[src/rtl/uart_gpio_cmd.sv]
// Byte-command bridge between UART RX/TX cores and board GPIO: LED writes, switch/button
// reads, and debounced button-press event bytes reported to the host.
module uart_gpio_cmd #(
  parameter int NUM_SW          = 4,
  parameter int NUM_BTN         = 2,
  parameter int NUM_LED         = 4,
  parameter int DEBOUNCE_CYCLES = 1000000,
  parameter int TIMEOUT_CYCLES  = 10000000,
  parameter int EVENT_EN        = 1
) (
  input  logic               clk,
  input  logic               rst_b,
  input  logic               rx_valid,
  input  logic [7:0]         rx_data,
  output logic               tx_valid,
  input  logic               tx_ready,
  output logic [7:0]         tx_data,
  input  logic [NUM_SW-1:0]  sw,
  input  logic [NUM_BTN-1:0] btn,
  output logic [NUM_LED-1:0] led,
  output logic               overrun
);

  localparam int DB_W = (DEBOUNCE_CYCLES > 2) ? $clog2(DEBOUNCE_CYCLES) : 1;
  localparam int TO_W = (TIMEOUT_CYCLES > 2) ? $clog2(TIMEOUT_CYCLES) : 1;

  typedef enum logic [1:0] {IDLE, WAIT_DATA, RESP} state_t;

  state_t             state;
  logic [NUM_SW-1:0]  sw_s1, sw_s2;
  logic [NUM_BTN-1:0] btn_s1, btn_s2, btn_db;
  logic [NUM_BTN-1:0] rise, pending, pending_nxt, evt_mask;
  logic [DB_W-1:0]    db_cnt [NUM_BTN];
  logic [TO_W-1:0]    to_cnt;
  logic [2:0]         evt_idx;
  logic [7:0]         sw_byte, btn_byte;
  logic               evt_take;

  always_ff @(posedge clk) begin
    if (!rst_b) begin
      sw_s1  <= '0;
      sw_s2  <= '0;
      btn_s1 <= '0;
      btn_s2 <= '0;
    end else begin
      sw_s1  <= sw;
      sw_s2  <= sw_s1;
      btn_s1 <= btn;
      btn_s2 <= btn_s1;
    end
  end

  // The counter runs only while the synchronised level differs from the accepted one.
  always_ff @(posedge clk) begin
    for (int unsigned i = 0; i < NUM_BTN; i++) begin
      if (!rst_b) begin
        db_cnt[i] <= '0;
        btn_db[i] <= 1'b0;
      end else if (btn_s2[i] == btn_db[i]) begin
        db_cnt[i] <= '0;
      end else if (db_cnt[i] == DB_W'(DEBOUNCE_CYCLES - 1)) begin
        db_cnt[i] <= '0;
        btn_db[i] <= btn_s2[i];
      end else begin
        db_cnt[i] <= db_cnt[i] + DB_W'(1);
      end
    end
  end

  always_comb begin
    rise     = '0;
    evt_mask = '0;
    evt_idx  = '0;
    sw_byte  = '0;
    btn_byte = '0;
    sw_byte[NUM_SW-1:0]   = sw_s2;
    btn_byte[NUM_BTN-1:0] = btn_db;
    for (int unsigned i = 0; i < NUM_BTN; i++) begin
      rise[i] = btn_s2[i] && !btn_db[i] && (db_cnt[i] == DB_W'(DEBOUNCE_CYCLES - 1));
    end
    // Descending scan so the lowest pending index is the one left selected.
    for (int unsigned i = NUM_BTN; i > 0; i--) begin
      if (pending[i-1]) begin
        evt_mask      = '0;
        evt_mask[i-1] = 1'b1;
        evt_idx       = 3'(i - 1);
      end
    end
    evt_take    = (state == IDLE) && !rx_valid && (pending != '0);
    pending_nxt = pending & ~(evt_take ? evt_mask : '0);
    if (EVENT_EN != 0) pending_nxt = pending_nxt | rise;
  end

  always_ff @(posedge clk) begin
    if (!rst_b) begin
      state    <= IDLE;
      tx_valid <= 1'b0;
      tx_data  <= '0;
      led      <= '0;
      overrun  <= 1'b0;
      pending  <= '0;
      to_cnt   <= '0;
    end else begin
      pending <= pending_nxt;
      case (state)
        IDLE: begin
          if (rx_valid) begin
            case (rx_data)
              8'h57: begin
                state  <= WAIT_DATA;
                to_cnt <= '0;
              end
              8'h52: begin
                tx_data  <= sw_byte;
                tx_valid <= 1'b1;
                state    <= RESP;
              end
              8'h42: begin
                tx_data  <= btn_byte;
                tx_valid <= 1'b1;
                state    <= RESP;
              end
              default: begin
                tx_data  <= 8'h3F;
                tx_valid <= 1'b1;
                state    <= RESP;
              end
            endcase
          end else if (evt_take) begin
            tx_data  <= 8'h30 + {5'b0, evt_idx};
            tx_valid <= 1'b1;
            state    <= RESP;
          end
        end
        WAIT_DATA: begin
          if (rx_valid) begin
            led      <= rx_data[NUM_LED-1:0];
            tx_data  <= 8'h4B;
            tx_valid <= 1'b1;
            state    <= RESP;
          end else if (to_cnt == TO_W'(TIMEOUT_CYCLES - 1)) begin
            tx_data  <= 8'h3F;
            tx_valid <= 1'b1;
            state    <= RESP;
          end else begin
            to_cnt <= to_cnt + TO_W'(1);
          end
        end
        RESP: begin
          if (rx_valid) overrun <= 1'b1;
          if (tx_ready) begin
            tx_valid <= 1'b0;
            state    <= IDLE;
          end
        end
        default: state <= IDLE;
      endcase
    end
  end

endmodule

[config.mk]
export PLATFORM = sky130hd
export DESIGN_NAME = uart_gpio_cmd
export DESIGN_NICKNAME = d
export VERILOG_FILES = /design/src/rtl/uart_gpio_cmd.sv
export SDC_FILE = /design/constraint.sdc
export NUM_CORES = 1
export LEC_CHECK = 0
export ABC_AREA = 0
export CAP_MARGIN = 20
export CORE_ASPECT_RATIO = 1.2
export CORE_MARGIN = 2
export CORE_UTILIZATION = 64
export DETAILED_ROUTE_END_ITERATION = 12
export PLACE_DENSITY_LB_ADDON = 0.2
export RECOVER_POWER = 50
export SLEW_MARGIN = 5
export SYNTH_ARGS = -nofsm -noshare
export SYNTH_HDL_FRONTEND = slang
export SYNTH_SLANG_ARGS = --single-unit
[constraint.sdc]
create_clock -name clk -period 5.1 [get_ports clk]
set_clock_uncertainty 0.1 [all_clocks]
set_input_delay 1.02 -clock clk [delete_from_list [all_inputs] [get_ports clk]]
set_output_delay 1.02 -clock clk [all_outputs]
set_load 0.005 [all_outputs]
==> results.py <==
metrics = {
    "status": {
        "status": "finished clean",
    },
    "timing": {
        "maxSlewHeadroom_pct": 29.7,
        "rsz0062_at_grt": "no",
        "fin_crit_ns": 3.37,
        "worst_pin_slew_ns": 1.04,
        "drv_slew": 0,
        "timing.fmax_ghz": 0.296,
        "setup_viol": 0,
        "hold_violations": 0,
        "setup_tns_ns": 0,
        "finalCritPeriodShare_pct": 66.2,
    },
    "logic_synthesis": {
        "async_reset_ff_share_pct": 0,
        "yosys_most_used_dff": "dfxtp_1",
        "muxShareOfSynthArea_pct": 1.48,
        "synth_top_family_by_area": "simple AND/OR/NAND/NOR gates",
        "synth.largest_area_cell": "edfxtp_1",
        "syn_area_sq_mm": 0.00475,
        "synthXorXnorAreaFrac_pct": 6.64,
        "synth-seq-cells": 94,
        "synth_fa_ha_area_share_pct": 1.32,
        "synth_area_leaders": "edfxtp_1 25%, dfxtp_1 23%, nor2_1 4.6%",
        "yosysUniqueCellTypes": 62,
        "synth_compound_area_share_pct": 10.8,
        "yosysSeqAreaShare_pct": 48.1,
        "avgSynthCellArea_sq_um": 9.59,
        "synth_edf_count": 40,
        "synthSimpleGateAreaFrac_pct": 28.6,
        "yosys_warnings": 0,
        "syn_inst": 495,
        "synthDominantCellAreaShare_pct": 25.3,
    },
    "detailed_routing": {
        "drtIter0Drc": 266,
        "antenna_left": 0,
        "wl_per_cell_um": 15.0,
        "drt_first_pass_iters": 5,
        "via_count": 3867,
        "avgViaCountPerCell": 5.94,
        "drt-total-wl_um": 9800,
        "drc_errors": 0,
    },
    "power": {
        "power.density_mw_per_mm2": 262,
        "ir_drop_mv": 0.174,
        "power.leakage_uw": 0.00203,
    },
    "layout": {
        "drive_gt1_share_pct": 5.70,
        "final_nets": 579,
        "syn_to_final_growth_pct": 14.8,
        "fill_cells": 530,
        "post-route-util_pct": 75.4,
        "antennaDiodeCount": 0,
    },
    "floorplanning": {
        "chipWidth_um": 82.6,
        "start_util_pct": 65.6,
        "die_h_um": 98.3,
        "core_sq_mm": 0.00723,
        "io_pins": 32,
        "die-area_sq_mm": 0.00813,
        "row_count": 34,
    },
    "critical_path": {
        "cp-start-kind": "input pin",
        "rrSetupSlack_ns": 2.47,
        "cp-end-kind": "flip-flop",
        "critPathArrivalTime_ns": 3.53,
        "critPathKind": "in -> reg",
        "cp.required_ns": 5.25,
        "cp_max_fo": 15,
    },
    "cts": {
        "post-cts-setup-buffer-count": 0,
        "postCtsResizedCells": 0,
        "ctsHtreeMaxLevel": 3,
        "cts_made_buffers": 9,
        "cts_hold_buf": 0,
        "cts_sinks": 94,
        "clkTransAtPathRegs_ns": 0.10,
        "cts_buffer_depth": 2,
        "worstSkewPairLatency_ns": 0.36,
        "root_buffer": "clkbuf_8",
        "cts_tree": "yes",
    },
    "global_route": {
        "grt.met3_usage_pct": 5.08,
        "grt_pass1_vias": 3825,
        "antenna_found_initial": 0,
        "grt_max_degree": 32,
        "met1_usage_pct": 30.7,
        "grt_pass1_wl_um": 16600,
        "grt_util_met2_pct": 44.6,
        "grt_overflow": 0,
        "grt_usage_pct": 25.8,
        "top_usage_layer": "met2",
    },
    "place": {
        "hpwlAfterDp_um": 6830,
        "gp_congestion": 0.834,
        "place.port_buffers": 30,
    },
    "hold_path": {
        "hold_path_class": "reg -> reg",
    },
    "flow_run": {
        "maxCapViolations": 0,
    },
}
## stage by stage
step / setup slack [ns] / area [sq um] / cells / hold slack (ns) / total power [uW]
after floorplan: 2.27 / 4890 / 534 / 0.312 / 895
after global placement: 1.59 / 5240 / 634 / 0.318 / 932
after detailed placement: 1.48 / 5240 / 634 / 0.324 / 935
after CTS: 1.85 / 5440 / 650 / 0.347 / 1440
after global routing: 1.56 / 5450 / 651 / 0.366 / 1480
final: 1.73 / 5450 / 651 / 0.345 / 1430
## critical path, cell delays in order
cell and delay (ns):
dlygate4sd3_1 0.84, and4_1 0.28, nand4_1 0.31, and2_1 0.36, and2_1 0.35, a211o_1 0.36
## layer usage
metal / up-vias / wire (um) / part of all wire (%)
met2: 102 / 5110 / 52
met4: 0 / 146 / 1.5
met5: - / 0 / 0
met3: 17 / 384 / 3.9
met1: 1861 / 4160 / 42
li1: 1887 / - / -
## cell usage in the layout, fill, tap and decap left out, types with 13 or more instances in the layout
cell	instances
conb_1	41
dfxtp_1	54
nor4_1	13
edfxtp_1	40
nand4_1	17
dlygate4sd3_1	15
xnor2_1	19
clkdlybuf4s50_1	15
nand2_1	36
and3_1	18
xor2_1	17
inv_1	13
and2_1	16
nor2_1	58
nand3_1	26
## power by group
part | internal (uW) | total (uW) | switching, uW
logic | 45.3 | 87.3 | 42.0
registers | 808 | 829 | 21.4
clock network | 234 | 509 | 275
## final timing paths
kind / from / to / cells after the start
min: sw_s1[3] / sw_s2[3] / 1
min reg2reg: sw_s1[3] / sw_s2[3] / 1
max: rx_valid / to_cnt[5] / 6
max reg2reg: to_cnt[4] / to_cnt[5] / 6
## cell usage after synthesis (4+ instances only)
cell and count:
nor2_1 58, dfxtp_1 54, edfxtp_1 40, nand2_1 36
nand3_1 26, and2_1 21, xnor2_1 19, and3_1 18
nand4_1 17, xor2_1 17, clkbuf_1 15, inv_1 13
nor4_1 13, nor3_1 12, o21ai_0 10, nor2b_1 9
and4_1 8, a21boi_0 7, mux2i_1 7, a211o_1 6
ha_1 5, nor4b_1 5, o31ai_1 5, nand2b_1 4
o22a_1 4
## flip-flops by register name (all words and copies together), names as in the netlist, 4 cells and up
signal   cells
led          4
tx_data      6
to_cnt      24
db_cnt      40
sw_s1        4
sw_s2        4
## logic make-up (layout without fill, tap and decap cells)
| logic type | count (synthesis) | after routing |
|---|---|---|
| simple gates | 250 | 250 |
| flops | 94 | 94 |
| compound gates | 67 | 67 |
| xor+xnor | 36 | 36 |
| buf+inv | 34 | 61 |
| mux | 7 | 7 |
| fa+ha+maj | 5 | 5 |
| other cells | 2 | 41 |
## area by class of cell
class,instances,area (sq um),share of cell area [%]
tap,90,113,2.07
sequential,94,2280,41.9
clock buffer,9,124,2.27
clock inverter,7,77.6,1.42
multi-input combinational,406,2490,45.6
timing repair buffer,32,319,5.85
inverter,13,48.8,0.895
Power figures use the tool's default switching activity.
